File: config.mk
export PLATFORM = sky130hd
export DESIGN_NAME = id_ex_stage
export DESIGN_NICKNAME = d
export VERILOG_FILES = /design/src/rtl/id_ex_stage.sv
export SDC_FILE = /design/constraint.sdc
export NUM_CORES = 1
export LEC_CHECK = 0
export CAP_MARGIN = 10
export CELL_PAD_IN_SITES_DETAIL_PLACEMENT = 0
export CELL_PAD_IN_SITES_GLOBAL_PLACEMENT = 1
export CORE_UTILIZATION = 32
export CTS_BUF_LIST = sky130_fd_sc_hd__clkbuf_4 sky130_fd_sc_hd__clkbuf_8
export CTS_CLUSTER_DIAMETER = 200
export DETAILED_ROUTE_END_ITERATION = 10
export PLACE_DENSITY_LB_ADDON = 0.1
export SKIP_LAST_GASP = 1
export SLEW_MARGIN = 20
export SYNTH_ARGS = -nofsm -noshare
export SYNTH_HDL_FRONTEND = slang
export SYNTH_SLANG_ARGS = --single-unit
File: constraint.sdc
create_clock -name clk -period 2.4 [get_ports clk]
set_clock_uncertainty 0.2 [all_clocks]
set_input_delay 0.24 -clock clk [delete_from_list [all_inputs] [get_ports clk]]
set_output_delay 0.24 -clock clk [all_outputs]
set_load 0.1 [all_outputs]
File: src/rtl/id_ex_stage.sv
// rtl/id_ex_stage.sv - ID/EX pipeline register with ALU-control decode and operand forwarding (optional: ID_EX_FORWARD_EN)
module id_ex_stage (
  input  logic               clk,
  input  logic               rst_n,
  input  logic               stall,
  input  logic               flush,
  input  logic               id_valid,
  input  logic               id_reg_write,
  input  logic               id_mem_read,
  input  logic               id_mem_write,
  input  logic               id_mem_to_reg,
  input  logic               id_alu_src,
  input  logic [1:0]         id_alu_op,
  input  logic [2:0]         id_funct3,
  input  logic               id_funct7_5,
  input  logic [4:0]         id_rs1,
  input  logic [4:0]         id_rs2,
  input  logic [4:0]         id_rd,
  input  logic signed [31:0] id_rs1_data,
  input  logic signed [31:0] id_rs2_data,
  input  logic signed [31:0] id_imm,
  input  logic               exmem_reg_write,
  input  logic [4:0]         exmem_rd,
  input  logic [31:0]        exmem_alu_out,
  input  logic               memwb_reg_write,
  input  logic [4:0]         memwb_rd,
  input  logic [31:0]        memwb_data,
  output logic [3:0]         ALUctl,
  output logic signed [31:0] A,
  output logic signed [31:0] B,
  output logic               ex_valid,
  output logic               ex_reg_write,
  output logic               ex_mem_read,
  output logic               ex_mem_write,
  output logic               ex_mem_to_reg,
  output logic [4:0]         ex_rd,
  output logic [31:0]        ex_store_data
);

  // All-zero is the bubble: every control deasserted and every field cleared.
  typedef struct packed {
    logic        valid;
    logic        reg_write;
    logic        mem_read;
    logic        mem_write;
    logic        mem_to_reg;
    logic        alu_src;
    logic [1:0]  alu_op;
    logic [2:0]  funct3;
    logic        funct7_5;
    logic [4:0]  rs1;
    logic [4:0]  rs2;
    logic [4:0]  rd;
    logic [31:0] rs1_data;
    logic [31:0] rs2_data;
    logic [31:0] imm;
  } stage_t;

  stage_t      stage_q;
  stage_t      stage_d;
  logic [31:0] fwd_rs1;
  logic [31:0] fwd_rs2;

  // Next-state selection: flush beats stall, stall holds, otherwise capture decode.
  always_comb begin
    stage_d = stage_q;
    if (flush) begin
      stage_d = '0;
    end else if (!stall) begin
      stage_d.valid      = id_valid;
      stage_d.reg_write  = id_reg_write;
      stage_d.mem_read   = id_mem_read;
      stage_d.mem_write  = id_mem_write;
      stage_d.mem_to_reg = id_mem_to_reg;
      stage_d.alu_src    = id_alu_src;
      stage_d.alu_op     = id_alu_op;
      stage_d.funct3     = id_funct3;
      stage_d.funct7_5   = id_funct7_5;
      stage_d.rs1        = id_rs1;
      stage_d.rs2        = id_rs2;
      stage_d.rd         = id_rd;
      stage_d.rs1_data   = id_rs1_data;
      stage_d.rs2_data   = id_rs2_data;
      stage_d.imm        = id_imm;
    end
  end

  // Stage register, cleared to a bubble as soon as reset asserts.
  always_ff @(posedge clk or negedge rst_n) begin
    if (!rst_n) begin
      stage_q <= '0;
    end else begin
      stage_q <= stage_d;
    end
  end

  // ALU operation decode from the registered op/funct fields.
  always_comb begin
    ALUctl = 4'b1111;
    unique case (stage_q.alu_op)
      2'b00: ALUctl = 4'b0010;
      2'b01: ALUctl = 4'b0110;
      2'b10: begin
        unique case (stage_q.funct3)
          3'b000:  ALUctl = stage_q.funct7_5 ? 4'b0110 : 4'b0010;
          3'b111:  ALUctl = 4'b0000;
          3'b110:  ALUctl = 4'b0001;
          3'b010:  ALUctl = 4'b0100;
          default: ALUctl = 4'b1111;
        endcase
      end
      2'b11: begin
        unique case (stage_q.funct3)
          3'b000:  ALUctl = 4'b0010;
          3'b111:  ALUctl = 4'b0000;
          3'b110:  ALUctl = 4'b0001;
          3'b010:  ALUctl = 4'b0100;
          default: ALUctl = 4'b1111;
        endcase
      end
      default: ALUctl = 4'b1111;
    endcase
  end

`ifdef ID_EX_FORWARD_EN
  logic exmem_hit_rs1;
  logic exmem_hit_rs2;
  logic memwb_hit_rs1;
  logic memwb_hit_rs2;

  // Destination x0 never forwards; it is hardwired to zero.
  assign exmem_hit_rs1 = exmem_reg_write && (exmem_rd != 5'd0) && (exmem_rd == stage_q.rs1);
  assign exmem_hit_rs2 = exmem_reg_write && (exmem_rd != 5'd0) && (exmem_rd == stage_q.rs2);
  assign memwb_hit_rs1 = memwb_reg_write && (memwb_rd != 5'd0) && (memwb_rd == stage_q.rs1);
  assign memwb_hit_rs2 = memwb_reg_write && (memwb_rd != 5'd0) && (memwb_rd == stage_q.rs2);

  // Operand bypass: the younger EX/MEM result takes priority over MEM/WB.
  always_comb begin
    fwd_rs1 = stage_q.rs1_data;
    fwd_rs2 = stage_q.rs2_data;
    if (exmem_hit_rs1) begin
      fwd_rs1 = exmem_alu_out;
    end else if (memwb_hit_rs1) begin
      fwd_rs1 = memwb_data;
    end
    if (exmem_hit_rs2) begin
      fwd_rs2 = exmem_alu_out;
    end else if (memwb_hit_rs2) begin
      fwd_rs2 = memwb_data;
    end
  end
`else
  logic unused_fwd_inputs;

  // Without bypassing the registered operands go straight through.
  always_comb begin
    fwd_rs1 = stage_q.rs1_data;
    fwd_rs2 = stage_q.rs2_data;
  end

  assign unused_fwd_inputs = ^{exmem_reg_write, exmem_rd, exmem_alu_out,
                               memwb_reg_write, memwb_rd, memwb_data,
                               stage_q.rs1, stage_q.rs2};
`endif

  // Operand muxing and downstream controls.
  always_comb begin
    A             = fwd_rs1;
    B             = stage_q.alu_src ? stage_q.imm : fwd_rs2;
    ex_store_data = fwd_rs2;
    ex_valid      = stage_q.valid;
    ex_reg_write  = stage_q.reg_write;
    ex_mem_read   = stage_q.mem_read;
    ex_mem_write  = stage_q.mem_write;
    ex_mem_to_reg = stage_q.mem_to_reg;
    ex_rd         = stage_q.rd;
  end

endmodule

==> results.tsv <==
stage	metric	value	unit
routing	First DRT Iteration DRCs	98	
timing	Worst Tran Pin Value	0.555	ns
floorplanning	die height	134	um
setup_path	critical path type	reg -> out	
place	DP HPWL	9540	um
synth	Mapped Cells	480	
global_route	vias in the first global route	4153	
floorplanning	io pins	313	
timing	final worst-path cycle share	85.8	%
timing	Final Hold Violating Endpoints	0	
place	I/O Buffers	226	
setup_path	crit path max fanout	33	
timing	setup_tns	0	ns
clocking	worst skew pair latency	0.43	ns
power	LEAKAGE	0.00402	uW
power	Pint	4080	uW
clocking	CTS tree	yes	
floorplanning	starting density of the core	33.1	%
power	clock share of power	37.3	%
routing	DRC viols	0	
cells_and_area	n_diodes	0	
timing	Final Max Tran Viols	0	
clocking	Num Clock Sinks	113	
synth	YS warnings	0	
timing	RSZ-0062 raised after global routing	false	
clocking	cts repair resizes	0	
timing	Final min period	2.06	ns
synth	post-synthesis sequential element count	113	
floorplanning	area of the core	16800	um^2
timing	relative slew slack	63.0	%
clocking	CTS root buffer	clkbuf_8	
power	VDD IR-drop max	0.370	mV
cells_and_area	Largest Register	stage_q	
clocking	CTS Hold Bufs	2	
global_route	first-pass GRT wire length	22100	um
synth	Syn Area/Cell	11.6	um^2
routing	Total Wirelength	13800	um
setup_path	critical path arrival	1.62	ns
clocking	setup bufs post-CTS	0	
clocking	CTS Buf Count	17	
power	sequential power share	34.2	%
clocking	clock slew at reported path FFs	0.07	ns
synth	syn_nets	683	
place	gpl congestion	0.734	
setup_path	CP startpoint kind	flop	
routing	drt wl/cell	15.9	um
cells_and_area	area added between synthesis and finish	46.6	%
run	maxcap violations	0	
floorplanning	std cell rows	47	
global_route	GRT Total Usage	16.2	%
cells_and_area	post-route cell area	8150	um^2
floorplanning	Die ar.	17900	um^2
power	Comb pwr share	28.6	%
cells_and_area	share of layout cells above drive strength 1	29.2	%
cells_and_area	final core utilization	48.6	%
timing	Fmax	486	MHz
synth	Netlist cell types	16	
cells_and_area	Final #Nets	840	
clocking	CTS Buffer Depth	2	
power	sw power	2010	uW
power	PwrDens	748	nW/um^2
global_route	total grt overflow	0	
hold_path	Worst Hold Class	in -> reg	
synth	synthesized area	5560	um^2
run_status	status	complete, no violations	
global_route	pin count of the biggest net entering global routing	48	
routing	DRT Pass-1 Iters	4	
power	sw frac	33.0	%
routing	ANT nets after route	0	
cells_and_area	max FFs per register	39	
routing	Vias	3860	
timing	endpoints failing setup	0	
place	Area after DPL	7620	um^2
timing	Hold Slack	0.0830	ns
setup_path	worst endpoint required time	1.96	ns
synth	Seq/Total Area, Yosys	50.9	%
routing	routed vias/inst	4.44	
floorplanning	die width	134	um
setup_path	Critical Path Sink Type	output pin	
cells_and_area	commonest non-fill, non-tap cells in the layout	113 x mux2i_1, 113 x nor2_1, 113 x clkdlybuf4s50_1	
clocking	htree depth	4	
global_route	initial antenna violation count	0	
-- cell type report --
| class | instances | area, um^2 |
|---|---|---|
| Sequential cell | 113 | 2830 |
| Clock inverter | 9 | 199 |
| Timing Repair Buffer | 237 | 2550 |
| Multi-Input combinational cell | 267 | 1980 |
| Fill cell | 1556 | 8610 |
| Inverter | 1 | 3.75 |
| Tap cell | 220 | 275 |
| Clock buffer | 23 | 310 |
-- routing by layer --
layer	GRT usage (%)	up-vias	part of all wire [%]	wire (um)
li1	-	1839	-	-
met1	19.5	1861	43	5870
met2	26.1	146	48	6600
met3	5.97	14	8.2	1130
met4	6.31	0	1.4	195
met5	0	-	0	0
-- cells by family (layout without fill, tap and decap cells) --
group	after synthesis	after routing	share of synthesized area, %
flip-flops	113	113	50.9
multiplexers	145	145	26.8
AO/OA/AOI/OAI	6	6	0.608
buffers and inverters	100	270	13.6
AND/OR/NAND/NOR	116	116	8.00
-- stage by stage --
| stage | power [uW] | std cells | setup WS, ns |
|---|---|---|---|
| floorplan | 3360 | 480 | 0.0300 |
| global placement | 3860 | 836 | 0.778 |
| detailed placement | 3870 | 836 | 0.782 |
| CTS | 6190 | 870 | 0.286 |
| global route | 6330 | 870 | 0.245 |
| finish | 6090 | 870 | 0.341 |
-- worst max-delay path: stages, from the launching register on --
cell     delay, ns
dfrtp_2       0.37
buf_12        0.23
mux2_2        0.39
buf_12        0.17
-- final timing paths --
path	start	cells past startpoint	to	slack [ns]
worst max-delay path	stage_q[117]	3	B[17]	0.34
worst min-delay path	flush	2	stage_q[116]	0.08
worst max register to register	stage_q[117]	3	stage_q[117]	1.28
worst min register to register	stage_q[17]	2	stage_q[17]	0.32
max in group asynchronous	rst_n	3	stage_q[26]	1.17
min in group asynchronous	rst_n	2	ex_store_data[5]	0.17
-- power groups by stage --
stage | combinational (uW) | clock (uW) | sequential [uW]
final | 1740 | 2270 | 2080
after global placement | 1740 | 0 | 2110
after global routing | 1810 | 2420 | 2100
after detailed placement | 1750 | 0 | 2120
after CTS | 1760 | 2340 | 2080
after floorplan | 1230 | 0 | 2130
-- cell usage after synthesis --
| master | instances | area share, % |
|---|---|---|
| dfrtp_1 | 113 | 51 |
| mux2i_1 | 113 | 20 |
| nor2_1 | 113 | 7.6 |
| buf_4 | 74 | 10 |
| mux2_2 | 32 | 6.5 |
| buf_2 | 12 | 1.1 |
| buf_8 | 8 | 2.2 |
| clkbuf_1 | 5 | 0.34 |
| a21oi_1 | 2 | 0.18 |
| o21ai_0 | 2 | 0.18 |
| a31oi_1 | 1 | 0.11 |
| inv_1 | 1 | 0.068 |
| nand2b_1 | 1 | 0.11 |
| nand3_1 | 1 | 0.090 |
| nor4b_1 | 1 | 0.16 |
| o211ai_1 | 1 | 0.14 |
Note: power is estimated with default switching activity, not from simulation.
